===== src/rtl/mem_access_stage.sv =====
// MEM stage: one word req/ack data-bus transfer per load/store, stalling upstream until DONE.
// Optional ack timeout with bus_error, enabled by defining MEM_ACCESS_TIMEOUT_EN.
module mem_access_stage #(
    parameter int TIMEOUT_CYCLES = 16
) (
    input  logic        clock,
    input  logic        reset,
    input  logic        RegWrite_in,
    input  logic        MemtoReg_in,
    input  logic        MemRead_in,
    input  logic        MemWrite_in,
    input  logic [1:0]  PCsrc_in,
    input  logic [31:0] ALU_result_in,
    input  logic [31:0] store_data_in,
    input  logic [4:0]  Dest_Reg_Addr_in,
    output logic        mem_req,
    output logic        mem_we,
    output logic [31:0] mem_addr,
    output logic [31:0] mem_wdata,
    input  logic        mem_ack,
    input  logic [31:0] mem_rdata,
    output logic        stall,
    output logic        RegWrite_out,
    output logic        MemtoReg_out,
    output logic [1:0]  PCsrc_out,
    output logic [31:0] read_data_out,
    output logic [31:0] ALU_result_out,
    output logic [4:0]  Dest_Reg_Addr_out,
    output logic        misaligned_fault,
    output logic        bus_error
);
    typedef enum logic [1:0] {IDLE, BUSY, DONE} state_t;

    if (TIMEOUT_CYCLES < 2 || TIMEOUT_CYCLES > 255) begin : g_bad_timeout
        $error("TIMEOUT_CYCLES must be in 2..255");
    end

    state_t      state_q, state_d;
    logic [31:0] addr_q, addr_d;
    logic [31:0] wdata_q, wdata_d;
    logic [31:0] rdata_q, rdata_d;
    logic        we_q, we_d;
    logic        access, aligned, mis_raw;

    assign access  = MemRead_in | MemWrite_in;
    assign aligned = (ALU_result_in[1:0] == 2'b00);

`ifdef MEM_ACCESS_TIMEOUT_EN
    logic [7:0] cnt_q, cnt_d;
    logic       timed_out_q, timed_out_d;
    logic       timeout_hit;
    assign timeout_hit = (cnt_q == 8'(TIMEOUT_CYCLES - 1));
`endif

    always_comb begin
        state_d = state_q;
        addr_d  = addr_q;
        wdata_d = wdata_q;
        we_d    = we_q;
        rdata_d = rdata_q;
        stall   = 1'b0;
        mis_raw = 1'b0;
`ifdef MEM_ACCESS_TIMEOUT_EN
        cnt_d       = cnt_q;
        timed_out_d = timed_out_q;
`endif
        case (state_q)
            IDLE: begin
                if (access && aligned) begin
                    stall   = 1'b1;
                    state_d = BUSY;
                    addr_d  = ALU_result_in;
                    wdata_d = store_data_in;
                    we_d    = MemWrite_in;
`ifdef MEM_ACCESS_TIMEOUT_EN
                    cnt_d       = 8'd0;
                    timed_out_d = 1'b0;
`endif
                end else if (access) begin
                    mis_raw = 1'b1;
                end
            end
            BUSY: begin
                stall = 1'b1;
                if (mem_ack) begin
                    state_d = DONE;
                    if (!we_q) begin
                        rdata_d = mem_rdata;
                    end
                end
`ifdef MEM_ACCESS_TIMEOUT_EN
                else if (timeout_hit) begin
                    state_d     = DONE;
                    rdata_d     = 32'd0;
                    timed_out_d = 1'b1;
                end else begin
                    cnt_d = cnt_q + 8'd1;
                end
`endif
            end
            DONE: begin
                // The access still on the inputs belongs to the finished transfer.
                state_d = IDLE;
`ifdef MEM_ACCESS_TIMEOUT_EN
                timed_out_d = 1'b0;
`endif
            end
            default: state_d = IDLE;
        endcase
    end

    always_ff @(posedge clock or posedge reset) begin
        if (reset) begin
            state_q <= IDLE;
            addr_q  <= 32'd0;
            wdata_q <= 32'd0;
            we_q    <= 1'b0;
            rdata_q <= 32'd0;
`ifdef MEM_ACCESS_TIMEOUT_EN
            cnt_q       <= 8'd0;
            timed_out_q <= 1'b0;
`endif
        end else begin
            state_q <= state_d;
            addr_q  <= addr_d;
            wdata_q <= wdata_d;
            we_q    <= we_d;
            rdata_q <= rdata_d;
`ifdef MEM_ACCESS_TIMEOUT_EN
            cnt_q       <= cnt_d;
            timed_out_q <= timed_out_d;
`endif
        end
    end

`ifdef MEM_ACCESS_TIMEOUT_EN
    assign bus_error = (state_q == DONE) && timed_out_q;
`else
    assign bus_error = 1'b0;
`endif

    // mem_req decodes from state, so an async reset drops it without a clock edge.
    assign mem_req           = (state_q == BUSY);
    assign mem_we            = we_q;
    assign mem_addr          = addr_q;
    assign mem_wdata         = wdata_q;
    assign read_data_out     = rdata_q;
    assign misaligned_fault  = mis_raw & ~reset;
    assign RegWrite_out      = RegWrite_in & ~mis_raw & ~bus_error;
    assign MemtoReg_out      = MemtoReg_in;
    assign PCsrc_out         = PCsrc_in;
    assign ALU_result_out    = ALU_result_in;
    assign Dest_Reg_Addr_out = Dest_Reg_Addr_in;
endmodule


===== config.mk =====
export PLATFORM = sky130hd
export DESIGN_NAME = mem_access_stage
export DESIGN_NICKNAME = d
export VERILOG_FILES = /design/src/rtl/mem_access_stage.sv
export SDC_FILE = /design/constraint.sdc
export NUM_CORES = 1
export LEC_CHECK = 0
export BUFFER_PORTS_ARGS = -buffer_cell sky130_fd_sc_hd__buf_4
export CORE_ASPECT_RATIO = 1.5
export CORE_MARGIN = 5
export CORE_UTILIZATION = 35
export DETAILED_ROUTE_END_ITERATION = 16
export GPL_ROUTABILITY_DRIVEN = 0
export HOLD_SLACK_MARGIN = 0.03
export PLACE_DENSITY = 0.67
export RECOVER_POWER = 50
export SLEW_MARGIN = 5
export SYNTH_ARGS = -nofsm -noshare
export SYNTH_HDL_FRONTEND = slang
export SYNTH_SLANG_ARGS = --single-unit

===== constraint.sdc =====
create_clock -name clock -period 4.84 [get_ports clock]
set_input_delay 1.452 -clock clock [delete_from_list [all_inputs] [get_ports clock]]
set_output_delay 1.452 -clock clock [all_outputs]
set_load 0.005 [all_outputs]

==> results.ini, run 1 <==
[run_status]
status=complete, but fails checks
failed_checks=capacitance limit, slew limit

[routing]
drt_iter0_markers=38
vias=2743
drc=0
ant_nets=0
drt-pass1-iter-count=4
top_layer=met4
route.detailed.vias_per_inst=4.453
avgRoutedWirePerCell_um=16.59
met2_length_um=5763
finalWirelength_um=10220
routedLengthMet1_um=3311
wl_met3_um=894

[worst_setup_path]
max_stage_delay_ns=0.19
regToRegSetupSlack_ns=2.63
critical_path.max_fanout=3
critPathKind=in2out
required_ns=3.39
critPathBufInv=2
cp-end-kind=output pin
startpoint_type=input pin
cp.arrival_ns=2.17
crit_family=compound AO/OA/AOI/OAI gates
cp_cell_sequence=clkbuf_1, nor2_1, o21ai_0, a21oi_1, buf_4
cp_slowest_cell=nor2_1

[grt]
grt.total_usage_pct=13.71
grt_pass1_vias=2984
grt_first_pass_wirelength_um=15340
grt_max_degree=90
grt_overflow=0
antenna_found_initial=0

[synth]
synth_seq_cells=99
synth_cell_types=18
yosysTopAreaCell=dfrtp_1
ys_seq_area_share_pct=58.74
syn_inst=265
avgSynthCellArea_sq_um=15.92
synth_top_cell_area_share_pct=58.74
yosysWarnings=0
synth_area_sq_um=4218
synth.net_count=375
synth_area_leaders=dfrtp_1 59%, mux2_2 17%, mux2_4 11%, buf_4 7.3%, buf_6 1.6%

[sta]
min_period_ns=3.626
worstMarginPinSlew_ns=1.846
slew_headroom_pct=-23.23
setup_tns_ns=0
setup_viol_count_final=0
rsz0062_at_grt=no
maxSlewViolCount=90
fmax_mhz=275.8
finalClockSkew_ns=0.01084
min_period_over_period_pct=74.92
hold_viol_final=0

[final_layout]
final_common_cell=buf_4
stdcell_count=616
drive_gt1_share_pct=70.84
fin_nets=570
design_area_sq_um=5968
layout_common_cells=153 x buf_4, 99 x dfrtp_1, 65 x mux2_2
areaGrowthSynthToFinish_pct=41.50
antenna_cells=0

[cts]
hold_buffers=0
root_buffer=clkbuf_16
cts_sinks=99
cts_resized=0
cts_setup_buffers=0
clock_latency_ns=0.34
clk_pin_slew_worst_paths_ns=0.06
htree_num_levels=3
numCtsBuffers=9
cts_tree=yes
cts_buffer_depth=2

[floorplan]
io_pins=252
die_y_um=144.5
start_util_pct=35.46
core_sq_um=11890
fp.dieW_um=99.63
row_count=49
fp.dieArea_sq_um=14390

[power_and_ir_drop]
power_density_nw_per_um2=488.1
peakVddDrop_v=0.0002255
p_leak_nw=2.904

[placement]
dpl.hpwl_um=7927
placed_cell_area_sq_um=5751
place_inst=602
port_buffers=234

[flow_run]
max_cap_viol_count=1

[hold_path]
hold_path_class=reg2reg

-- worst reg2reg max path, cell delays in order, from the launching register on --
cell     delay [ns]
dfrtp_1        0.41
and3b_1        0.25
nor2b_4        0.99
mux2_2         0.45
-- power breakdown --
group,total [mW],internal [mW],switching (mW),leakage [nW]
sequential,1.27,1.11,0.154,1.18
combinational,0.940,0.638,0.302,1.59
clock,0.707,0.409,0.298,0.133
-- layer usage --
metal	GRT usage (%)	vias up
li1	-	1252
met2	25.18	129
met3	5.068	21
met1	13.73	1341
met4	6.043	0
met5	0	-
-- cells by family (layout without fill, tap and decap cells) --
group / after synthesis / in the layout / share of synthesized area [%]
compound gates: 6 / 6 / 0.9194
simple gates: 10 / 10 / 1.483
other cells: 1 / 1 / 0.08891
buf+inv: 54 / 252 / 10.74
flops: 99 / 99 / 58.74
mux: 95 / 95 / 28.03
-- flip-flops by register name (all words and copies together), names as in the netlist --
register and cells:
mem_addr 32, mem_wdata 32, read_data_out 32, mem_we 1
state_q 2
-- cell usage after synthesis --
cell and n:
buf_6 6, nor2_1 4, o221ai_1 1, dfrtp_1 99, o211ai_1 2, mux2_2 65, and2_1 3, conb_1 1
and3b_1 1, buf_2 2, nand2b_1 1, a21oi_1 2, o21ai_0 1, inv_1 2, buf_4 41, mux2_4 30
buf_12 3, nor2b_4 1
-- cell type report --
type                            count  area, sq um
Timing Repair Buffer              236         1713
Fill cell                        1063         5926
Clock buffer                       10        239.0
Multi-Input combinational cell    112         1287
Sequential cell                    99         2477
Clock inverter                      4        52.55
Inverter                            2        7.507
Tap cell                          153        191.4
-- per-stage QoR --
stage	power [mW]	hold WS, ns	util (%)	setup slack [ns]
floorplan	1.700	0.4554	-	0.7976
global placement	2.274	0.4837	48.35	1.244
detailed placement	2.306	0.4722	48.35	1.221
CTS	3.031	0.4893	50.80	1.214
global route	3.086	0.5161	50.18	1.144
finish	2.913	0.4878	50.18	1.214
-- worst paths after layout --
check | startpoint | endpoint | cells past startpoint
min reg2reg | mem_addr[0]$_DFFE_PP0P_ | mem_addr[0]$_DFFE_PP0P_ | 1
max | ALU_result_in[0] | stall | 5
max in group asynchronous | reset | mem_addr[28]$_DFFE_PP0P_ | 2
max reg2reg | state_q[1]$_DFFE_PP0P_ | read_data_out[22]$_DFFE_PP0P_ | 3
min in group asynchronous | reset | mem_wdata[9]$_DFFE_PP0P_ | 2
min | mem_addr[0]$_DFFE_PP0P_ | mem_addr[0]$_DFFE_PP0P_ | 1
Power figures use the tool's default switching activity.
==> inputs of run 2 (changes only) <==
- PLACE_DENSITY: 0.67 -> 0.69
- clock period: 4.84 -> 3 ns (I/O delays scaled with it)
==> results.ini, run 2 (synthesis gave the netlist of run 1 again) <==
[run_status]
status=completed

[cts]
htree_num_levels=3  ; unchanged
cts_resized=0  ; unchanged
root_buffer=clkbuf_16
cts_tree=yes
clk_pin_slew_worst_paths_ns=0.06  ; about the same
hold_buffers=0  ; unchanged
cts_buffer_depth=2  ; unchanged
cts_sinks=99  ; unchanged
numCtsBuffers=9  ; unchanged
cts_setup_buffers=0  ; unchanged
clock_latency_ns=0.33  ; about the same

[power_and_ir_drop]
power_density_nw_per_um2=787.2  ; +61%
clkPwrFrac_pct=23.6  ; -0.7 points
peakVddDrop_v=0.0003429  ; +52%
p_sw_share_pct=26.68  ; +0.79 points
p_leak_nw=2.922  ; +0.63%
power.internal_mw=3.447  ; +60%
p_sw_mw=1.254  ; +66%
combPwrFrac_pct=32.9  ; +0.6 points
total_power_mw=4.701  ; +61%
power.share.sequential_pct=43.4  ; about the same

[worst_setup_path]
critical_path.max_fanout=3  ; unchanged
critPathBufInv=2  ; unchanged
cp_slowest_cell=nor2_1
cp.arrival_ns=1.63  ; -0.54 ns
regToRegSetupSlack_ns=0.86  ; -1.77 ns
cp_cell_sequence=clkbuf_1, nor2_1, o21ai_0, a21oi_1, buf_4
critPathKind=in2out
crit_family=compound AO/OA/AOI/OAI gates
cp-end-kind=output pin
required_ns=2.10  ; -1.29 ns
startpoint_type=input pin
max_stage_delay_ns=0.21  ; +0.02 ns

[sta]
min_period_over_period_pct=84.27
min_period_ns=2.528
hold-worst-slack_ns=0.5024  ; +0.01460 ns
worst_slack_ns=0.4719  ; -0.7417 ns
setup_viol_count_final=0  ; unchanged
maxSlewViolCount=0  ; -100%
worstMarginPinSlew_ns=1.322  ; -0.5237 ns
fmax_mhz=395.6
slew_headroom_pct=11.86  ; +35 points
rsz0062_at_grt=no
setup_tns_ns=0  ; unchanged
hold_viol_final=0  ; unchanged
finalClockSkew_ns=0.009875  ; -0.0009670 ns

[routing]
route.detailed.vias_per_inst=4.422  ; -0.70%
drc=0  ; unchanged
ant_nets=0  ; unchanged
avgRoutedWirePerCell_um=16.54  ; -0.30%
drt-pass1-iter-count=4  ; unchanged
drt_iter0_markers=67  ; +76%
vias=2746  ; +0.11%
finalWirelength_um=10270  ; +0.51%

[final_layout]
antenna_cells=0  ; unchanged
areaGrowthSynthToFinish_pct=41.59  ; about the same
final_common_cell=buf_4
layout_common_cells=182 x buf_4, 99 x dfrtp_1, 65 x mux2_2
fin_nets=573  ; +0.53%
drive_gt1_share_pct=71.15  ; +0.31 points
stdcell_count=621  ; +0.81%

[placement]
port_buffers=234  ; unchanged
dpl.hpwl_um=8206  ; +3.5%
pre_cts_ws_ns=0.4837  ; -0.7377 ns
place_inst=605  ; +0.50%

[floorplan]
io_pins=252  ; unchanged
core_sq_um=11890  ; unchanged
die_y_um=144.5  ; unchanged
start_util_pct=35.46  ; unchanged
fp.dieW_um=99.63  ; unchanged
row_count=49  ; unchanged
fp.dieArea_sq_um=14390  ; unchanged

[grt]
grt_first_pass_wirelength_um=15410  ; +0.50%
grt_overflow=0  ; unchanged
grt_pass1_vias=2988  ; +0.13%
antenna_found_initial=0  ; unchanged
grt_max_degree=54  ; -40%
grt.total_usage_pct=13.79  ; +0.081 points

[flow_run]
max_cap_viol_count=0  ; -1

[hold_path]
hold_path_class=reg2reg

## run 2: path summary, 6_finish.rpt
kind	start	to	cells past startpoint
max	ALU_result_in[0]	stall	5
min	mem_addr[8]$_DFFE_PP0P_	mem_addr[8]$_DFFE_PP0P_	1
min in group asynchronous	reset	mem_we$_DFFE_PP0P_	3
max in group asynchronous	reset	mem_wdata[2]$_DFFE_PP0P_	3
max reg2reg	state_q[1]$_DFFE_PP0P_	mem_wdata[0]$_DFFE_PP0P_	4
min reg2reg	mem_addr[8]$_DFFE_PP0P_	mem_addr[8]$_DFFE_PP0P_	1
## run 2: layout make-up
class	count	area [sq um]
Fill cell	1059	5922
Sequential cell	99	2477
Timing Repair Buffer	239	1719
Multi-Input combinational cell	112	1287
Clock buffer	11	242.7
Tap cell	153	191.4
Clock inverter	5	45.04
Inverter	2	8.758
## run 2: metal layers
| layer | global-route usage (%) | part of all wire, % | vias up |
|---|---|---|---|
| met4 | 6.475 | 2.9 | 0 |
| met5 | 0 | 0 | - |
| met1 | 14.04 | 32 | 1333 |
| met3 | 3.620 | 7.7 | 18 |
| met2 | 25.96 | 57 | 132 |
| li1 | - | - | 1263 |
## run 2: through the flow
stage	area (sq um)	util (%)
2_1_floorplan	4222	-
3_3_place_gp	5774	48.55
3_5_place_dp	5774	48.55
4_1_cts	6062	50.97
5_1_grt	5972	50.21
6_report	5972	50.21
## run 2: power groups by stage
stage / registers, mW / logic (mW) / clock network (mW)
floorplan: 2.08 / 0.661 / 0
CTS: 2.05 / 1.66 / 1.16
global placement: 2.06 / 1.62 / 0
finish: 2.04 / 1.55 / 1.11
detailed placement: 2.07 / 1.66 / 0
global route: 2.11 / 1.67 / 1.21
